**src/rtl/seq_divider.sv**
```systemverilog
// seq_divider: restoring shift-subtract divider, one quotient bit per clock.
// Define DIV_SIGNED_EN to add the sgn port for two's-complement division.
module seq_divider #(
  parameter int WIDTH = 16
) (
  input  logic             clk,
  input  logic             rst,
  input  logic             load,
  input  logic [WIDTH-1:0] a,
  input  logic [WIDTH-1:0] b,
  output logic [WIDTH-1:0] q,
  output logic [WIDTH-1:0] r,
  output logic             busy,
  output logic             done,
  output logic             div_zero
`ifdef DIV_SIGNED_EN
  ,
  input  logic             sgn
`endif
);
  localparam int CW = ($clog2(WIDTH) < 1) ? 1 : $clog2(WIDTH);
  typedef enum logic [1:0] {IDLE, RUN, ZERO} state_t;
  state_t state, state_n;
  logic [WIDTH-1:0] dvd, rem, bd, dvd_n, rem_n, a_m, b_m;
  logic [WIDTH:0] rem_sh, diff;
  logic [CW-1:0] cnt;
  logic s, neg_q, neg_r, ge, last, go;
`ifdef DIV_SIGNED_EN
  assign s = sgn;
`else
  assign s = 1'b0;
`endif
  assign go  = (state == IDLE) && load;
  assign a_m = (s && a[WIDTH-1]) ? -a : a;
  assign b_m = (s && b[WIDTH-1]) ? -b : b;
  always_ff @(posedge clk or negedge rst)
    if (!rst) state <= IDLE;
    else state <= state_n;
  always_comb
    state_n = (state == IDLE) ? (load ? ((b == '0) ? ZERO : RUN) : IDLE) :
              (state == RUN)  ? (last ? IDLE : RUN) : IDLE;
  // A borrow out of the WIDTH+1 bit subtraction means the shifted remainder is below the divisor.
  always_comb begin
    rem_sh = {rem, dvd[WIDTH-1]};
    diff   = rem_sh - {1'b0, bd};
    ge     = ~diff[WIDTH];
    rem_n  = ge ? diff[WIDTH-1:0] : rem_sh[WIDTH-1:0];
    dvd_n  = {dvd[WIDTH-2:0], ge};
    last   = cnt == CW'(WIDTH - 1);
  end
  always_ff @(posedge clk or negedge rst)
    if (!rst) begin
      dvd      <= '0;
      rem      <= '0;
      bd       <= '0;
      cnt      <= '0;
      neg_q    <= 1'b0;
      neg_r    <= 1'b0;
      q        <= '0;
      r        <= '0;
      busy     <= 1'b0;
      done     <= 1'b0;
      div_zero <= 1'b0;
    end else begin
      done <= 1'b0;
      if (go) begin
        div_zero <= 1'b0;
        dvd      <= (b == '0) ? a : a_m;
        bd       <= b_m;
        rem      <= '0;
        cnt      <= '0;
        busy     <= b != '0;
        neg_q    <= s & (a[WIDTH-1] ^ b[WIDTH-1]);
        neg_r    <= s & a[WIDTH-1];
      end else if (state == RUN) begin
        dvd <= dvd_n;
        rem <= rem_n;
        cnt <= cnt + 1'b1;
        if (last) begin
          q    <= neg_q ? -dvd_n : dvd_n;
          r    <= neg_r ? -rem_n : rem_n;
          done <= 1'b1;
          busy <= 1'b0;
        end
      end else if (state == ZERO) begin
        q        <= '1;
        r        <= dvd;
        div_zero <= 1'b1;
        done     <= 1'b1;
      end
    end
endmodule

```
**config.mk**
```make
export PLATFORM = sky130hd
export DESIGN_NAME = seq_divider
export DESIGN_NICKNAME = d
export VERILOG_FILES = /design/src/rtl/seq_divider.sv
export SDC_FILE = /design/constraint.sdc
export NUM_CORES = 1
export LEC_CHECK = 0
export ABC_AREA = 1
export CAP_MARGIN = 0
export CORE_ASPECT_RATIO = 0.8
export CORE_MARGIN = 1.5
export CORE_UTILIZATION = 50
export DETAILED_ROUTE_END_ITERATION = 10
export PLACE_DENSITY = 0.85
export SYNTH_ARGS = -nofsm -noshare
export SYNTH_HDL_FRONTEND = slang
export SYNTH_SLANG_ARGS = --single-unit
export TNS_END_PERCENT = 10
```
**constraint.sdc**
```tcl
create_clock -name clk -period 4.4 [get_ports clk]
set_input_delay 0.44 -clock clk [delete_from_list [all_inputs] [get_ports clk]]
set_output_delay 0.44 -clock clk [all_outputs]
set_load 0.005 [all_outputs]
```
==> impl_metrics.tcl, run 1 <==
set metrics [dict create \
    status "completed" \
    vias 4780 \
    swShare_pct 48.0 \
    start_util_pct 51.1 \
    post_cts_buffers 0 \
    required_ns 4.56 \
    place.gp.congestion 0.875 \
    syn2layout_area_growth_pct 20.2 \
    maxSlewViolCount 0 \
    cts_tree "yes" \
    clk_path_buf_depth 2 \
    ys_seq_elements 89 \
    syn_avg_cell_area_um2 7.56 \
    yosysWarnings 0 \
    synth_top_family_by_area "simple AND/OR/NAND/NOR gates" \
    fin_worst_skew_ns 0.00403 \
    routed_via_density 5.37 \
    synth-compound-area-share_pct 12.2 \
    clock_latency_ns 0.34 \
    place_area_um2 5980 \
    wirelength_um 13100 \
    drt_iter0_markers 368 \
    antenna_found_initial 0 \
    ys_seq_area_share_pct 42.9 \
    startpoint "state[1]$_DFF_PN0_" \
    hold_viol 0 \
    worstPathArrival_ns 2.97 \
    cts_hold_buf 0 \
    die_area_um2 11000 \
    fin_area_um2 6240 \
    pwr-share-comb_pct 60.0 \
    yosys.area_share.simple_pct 29.8 \
    grt-ovfl-total 0 \
    r2r-end "q[3]$_DFFE_PN0P_" \
    seqPwrFrac_pct 26.7 \
    cts_sinks 89 \
    worstSetupPathType "reg2reg" \
    power.density_nw_per_um2 849 \
    cp_max_fo 31 \
    rr_worst_depth 7 \
    internal_power_mw 2.76 \
    p_leak_nw 3.09 \
    finalCritPeriodShare_pct 63.8 \
    post_cts_resized 0 \
    setup_viol 0 \
    dp_cells 877 \
    cts_buffers 9 \
    yosysTopAreaCell "dfrtp_1" \
    netlist.area_leader.share_pct 42.9 \
    fp.dieH_um 94.2 \
    row_count 33 \
    synth_fa_ha_area_share_pct 5.20 \
    antennaDiodeCount 0 \
    path_clk_slew_ns 0.06 \
    tightestPinTransition_ns 1.11 \
    io_pins 70 \
    drive_gt1_share_pct 8.53 \
    yosys-top-cells-area "dfrtp_1, nand2_1, a21oi_1" \
    coreArea_um2 10200 \
    grt_usage_pct 24.9 \
    h-tree-depth 3 \
    relSlewSlack_pct 25.5 \
    portBuffers 69 \
    cap_viol_max_count 0 \
    netlist_area_um2 5190 \
    crit_path_start_kind "flip-flop" \
    switchingPower_mw 2.54 \
    reg2reg_slack_ns 1.59 \
    min_path_type "in2async" \
    fmax_ghz 0.356 \
    detail-route-antenna-nets 0 \
    n_fill_cell 875 \
    ir_worst_vdd_mv 0.426 \
    wl_per_cell_um 14.7 \
    synthMuxAreaShare_pct 0 \
    die-width_um 117 \
    period_minus_slack_ns 2.81 \
    drt_first_pass_iters 5 \
    synthXorXnorAreaFrac_pct 0.506 \
    layout.nets 804 \
    rsz0062_at_grt "false" \
    final_cell_mix "nand2_1, inv_1, dfrtp_1, nor2_1, a21oi_1" \
    grt_pass1_vias 4524 \
    p_clk_share_pct 13.2 \
    crit_end "q[3]$_DFFE_PN0P_" \
    ys_types 33 \
    grt_pass1_wl_um 21000 \
    drc 0 \
    critPathCaptureType "flip-flop" \
    syn_inst 687 \
    synth_nets 743 \
    rr_startpoint "state[1]$_DFF_PN0_" \
    grt_max_degree 55 \
    fin_tns_setup_ns 0 \
    final_common_cell "nand2_1" \
    final_cells 890 \
    cts_root_buf "clkbuf_16" \
    hpwl_um 9670 \
]
-- logic make-up (layout without fill, tap and decap cells) --
group	Yosys count	count (layout)
DFF	89	89
xor gates and xnor gates	3	3
AOI/OAI and AO/OA	121	121
buffers and inverters	127	190
adders and majority gates	21	21
and+or+nand+nor	326	326
-- how the worst min path moves through the flow --
stage | slack (ns) | cells past startpoint | start | to
after floorplan | 0.14 | 0 | rst | bd[0]$_DFFE_PN0P_
after global placement | 0.45 | 1 | cnt[3]$_DFFE_PN0P_ | cnt[3]$_DFFE_PN0P_
after detailed placement | 0.48 | 1 | cnt[3]$_DFFE_PN0P_ | cnt[3]$_DFFE_PN0P_
after CTS | 0.18 | 1 | rst | bd[12]$_DFFE_PN0P_
after global routing | 0.21 | 1 | rst | bd[11]$_DFFE_PN0P_
final | 0.15 | 1 | rst | bd[10]$_DFFE_PN0P_
-- cells in the mapped netlist, drive strengths merged --
cell / number
a211oi: 1
a21o: 2
a21oi: 78
and2: 1
buf: 10
clkbuf: 12
dfrtp: 89
fa: 1
ha: 20
inv: 105
nand2: 182
nand3: 49
nand3b: 1
nand4: 4
nor2: 82
nor3: 3
nor4: 4
o21ai: 38
o21bai: 1
o22ai: 1
xor2: 3
-- layout make-up --
| type | instances | area (um^2) | area share [%] |
|---|---|---|---|
| Multi-Input combinational cell | 471 | 2480 | 39.7 |
| Sequential cell | 89 | 2230 | 35.7 |
| Timing Repair Buffer | 72 | 711 | 11.4 |
| Inverter | 105 | 394 | 6.31 |
| Clock buffer | 10 | 239 | 3.83 |
| Tap cell | 140 | 175 | 2.81 |
| Clock inverter | 3 | 20.0 | 0.321 |
-- state kept, by name (all words and copies together) (netlist names) --
name      flops
cnt           4
bd           16
rem          16
state         2
r            16
div_zero      1
q            16
busy          1
dvd          16
done          1
-- per-layer routing --
layer | share of wire, % | GRT usage (%) | vias to the layer above
li1 | - | - | 2301
met1 | 46 | 34.4 | 2267
met2 | 46 | 39.4 | 189
met3 | 6.1 | 5.68 | 23
met4 | 1.8 | 6.43 | 0
met5 | 0 | 0 | -
-- worst max-delay path: stages, from the launching register on --
cell	delay, ns
dfrtp_1	0.38
inv_1	0.08
ha_2	0.50
nand2_1	0.16
nand2_1	0.52
inv_1	0.63
nor2_1	0.28
a21oi_1	0.07
-- stage by stage --
stage / worst slack, ns / hold WS [ns] / total power [mW] / util [%]
6_report: 1.59 / 0.154 / 5.30 / 61.5
5_1_grt: 1.29 / 0.207 / 5.75 / 61.5
4_1_cts: 1.60 / 0.176 / 5.27 / 61.5
3_5_place_dp: 1.62 / 0.483 / 4.54 / 58.9
3_3_place_gp: 1.77 / 0.455 / 4.42 / 58.9
2_1_floorplan: 2.33 / 0.144 / 3.63 / -
-- power by group through the flow --
stage / logic (mW) / clock network [mW] / registers (mW)
2_1_floorplan: 2.27 / 0 / 1.36
3_3_place_gp: 3.01 / 0 / 1.41
3_5_place_dp: 3.12 / 0 / 1.42
4_1_cts: 3.15 / 0.708 / 1.41
5_1_grt: 3.56 / 0.743 / 1.45
6_report: 3.18 / 0.701 / 1.42
(Power assumes the default switching activity.)
==> run 2, diff against run 1 <==
==> constraint.sdc (replaced) <==
create_clock -name clk -period 2.8 [get_ports clk]
set_input_delay 0.28 -clock clk [delete_from_list [all_inputs] [get_ports clk]]
set_output_delay 0.28 -clock clk [all_outputs]
set_load 0.005 [all_outputs]
==> run 2 against run 1 <==
Sequential power up 56%. First-iteration DRC count is 10% higher. Final cell count is 1.3% higher. Power up 59%. Largest power group unchanged. Highest routed layer unchanged.
==> impl_metrics.tcl, run 2 (synthesized netlist as in run 1, its figures left out) <==
set metrics [dict create \
    path_clk_slew_ns 0.06 \
    coreArea_um2 10200 \
    layout_setup_ws_ns 0.452 \
    row_count 33 \
    slowest_stage "fa_1" \
    finalPower_mw 8.42 \
    drc 0 \
    cts_buffers 9 \
    layout.nets 813 \
    clk_path_buf_depth 2 \
    whs_ns 0.482 \
    grt_pass1_vias 4541 \
    internal_power_mw 4.42 \
    wl_per_cell_um 14.6 \
    critPathCaptureType "flip-flop" \
    cp_max_fo 10 \
    grt_pass1_wl_um 21700 \
    min_path_type "in2async" \
    r2r-end "r[3]$_DFFE_PN0P_" \
    tightestPinTransition_ns 0.995 \
    hpwl_um 9820 \
    required_ns 3.05 \
    final_cell_mix "nand2_1, inv_1, dfrtp_1, nor2_1, a21oi_1" \
    setup_viol 0 \
    pwr-share-comb_pct 60.2 \
    drt_iter0_markers 406 \
    h-tree-depth 3 \
    max_stage_delay_ns 0.42 \
    grt-ovfl-total 0 \
    finalCritPeriodShare_pct 83.8 \
    reg2reg_slack_ns 0.45 \
    drive_gt1_share_pct 9.71 \
    p_clk_share_pct 13.5 \
    syn2layout_area_growth_pct 22.3 \
    drt_first_pass_iters 5 \
    seqPwrFrac_pct 26.3 \
    grt_usage_pct 25.7 \
    relSlewSlack_pct 33.6 \
    portBuffers 69 \
    rr_startpoint "dvd[15]$_DFFE_PN0P_" \
    routed_via_density 5.20 \
    fin_tns_setup_ns 0 \
    worstPathArrival_ns 2.60 \
    detail-route-antenna-nets 0 \
    fp.dieH_um 94.2 \
    cts_root_buf "clkbuf_16" \
    grt_max_degree 51 \
    cap_viol_max_count 0 \
    period_minus_slack_ns 2.35 \
    place.gp.congestion 0.893 \
    switchingPower_mw 4.00 \
    rsz0062_at_grt "false" \
    dp_cells 885 \
    fin_worst_skew_ns 0.00565 \
    place_worst_setup_slack_ns 0.482 \
    place_area_um2 6060 \
    rr_worst_depth 14 \
    p_leak_nw 3.16 \
    fmax_ghz 0.426 \
    start_util_pct 51.1 \
    power.density_nw_per_um2 1330 \
    maxSlewViolCount 0 \
    antenna_found_initial 0 \
    worstSetupPathType "reg2reg" \
    die_area_um2 11000 \
    n_fill_cell 903 \
    crit_path_start_kind "flip-flop" \
    fin_util_pct 62.5 \
    io_pins 70 \
    status "completed" \
    cts_tree "yes" \
    clock_latency_ns 0.34 \
    vias 4693 \
    die-width_um 117 \
    final_cells 902 \
    final_common_cell "nand2_1" \
    post_cts_resized 0 \
    swShare_pct 47.5 \
    hold_viol 0 \
    cts_sinks 89 \
    wirelength_um 13200 \
    ir_worst_vdd_mv 0.784 \
    antennaDiodeCount 0 \
    fin_area_um2 6350 \
    cp_cell_sequence "inv_1 -> ha_1 -> fa_1 -> inv_2 -> nand2_1 -> nand2_1 -> nand3_1 -> nand2_2 -> nand2_4 -> nand3_4 -> nand2_8 -> nand2_4 -> nand3_2 -> a21oi_1" \
]
run 2: changes by cell type in the layout (fill, tap and decap cells not counted):
cell / previous run / this run
clkinv_2: 1 / 2
clkbuf_1: 0 / 1
buf_12: 0 / 1
clkinvlp_4: 2 / 0
clkinv_4: 0 / 2
clkbuf_8: 1 / 2
buf_4: 4 / 11
dlygate4sd3_1: 0 / 1
run 2: area by class of cell:
class,count,area [um^2],share of cell area [%]
clock buffers,12,256,4.04
inverters,105,394,6.21
well taps,140,175,2.76
flip-flops and latches,89,2230,35.1
multi-input cells,471,2480,39.0
clock inverters,4,27.5,0.433
repair buffers,81,793,12.5
run 2: worst max-delay path by stage:
stage / startpoint / endpoint / slack, ns / depth (start not counted)
2_1_floorplan: dvd[15]$_DFFE_PN0P_ / q[0]$_DFFE_PN0P_ / 0.73 / 15
3_3_place_gp: dvd[15]$_DFFE_PN0P_ / q[0]$_DFFE_PN0P_ / 0.61 / 15
3_5_place_dp: dvd[15]$_DFFE_PN0P_ / q[0]$_DFFE_PN0P_ / 0.48 / 15
4_1_cts: dvd[15]$_DFFE_PN0P_ / r[3]$_DFFE_PN0P_ / 0.46 / 14
5_1_grt: dvd[15]$_DFFE_PN0P_ / r[3]$_DFFE_PN0P_ / 0.24 / 14
6_report: dvd[15]$_DFFE_PN0P_ / r[3]$_DFFE_PN0P_ / 0.45 / 14
run 2: worst max-delay path: cells and delay by family, from the launching register on:
kind / cells / cell delay (ns)
adders and majority gates: 2 / 0.66
AOI/OAI and AO/OA: 1 / 0.20
and+or+nand+nor: 9 / 0.88
buffers and inverters: 2 / 0.19
DFF: 1 / 0.33
run 2: metal layers:
layer	wire, um	track usage, %	part of all wire (%)
met1	6070	34.8	46
met2	6340	42.9	48
met3	649	4.65	4.9
met4	117	5.72	0.89
met5	0	0	0
run 2: timing repair:
action / in CTS / in global routing
setup endpoints to repair: 0 / 0
buffers inserted: 0 / 0
endpoints found under the hold margin: 43 / 0
hold buffers: 1 / 0
run 2: power groups by stage:
stage	logic [mW]	clock network [mW]	registers [mW]
floorplan	3.57	0	2.14
global placement	4.82	0	2.20
detailed placement	4.97	0	2.23
CTS	5.04	1.15	2.21
global route	5.73	1.20	2.26
finish	5.07	1.14	2.21
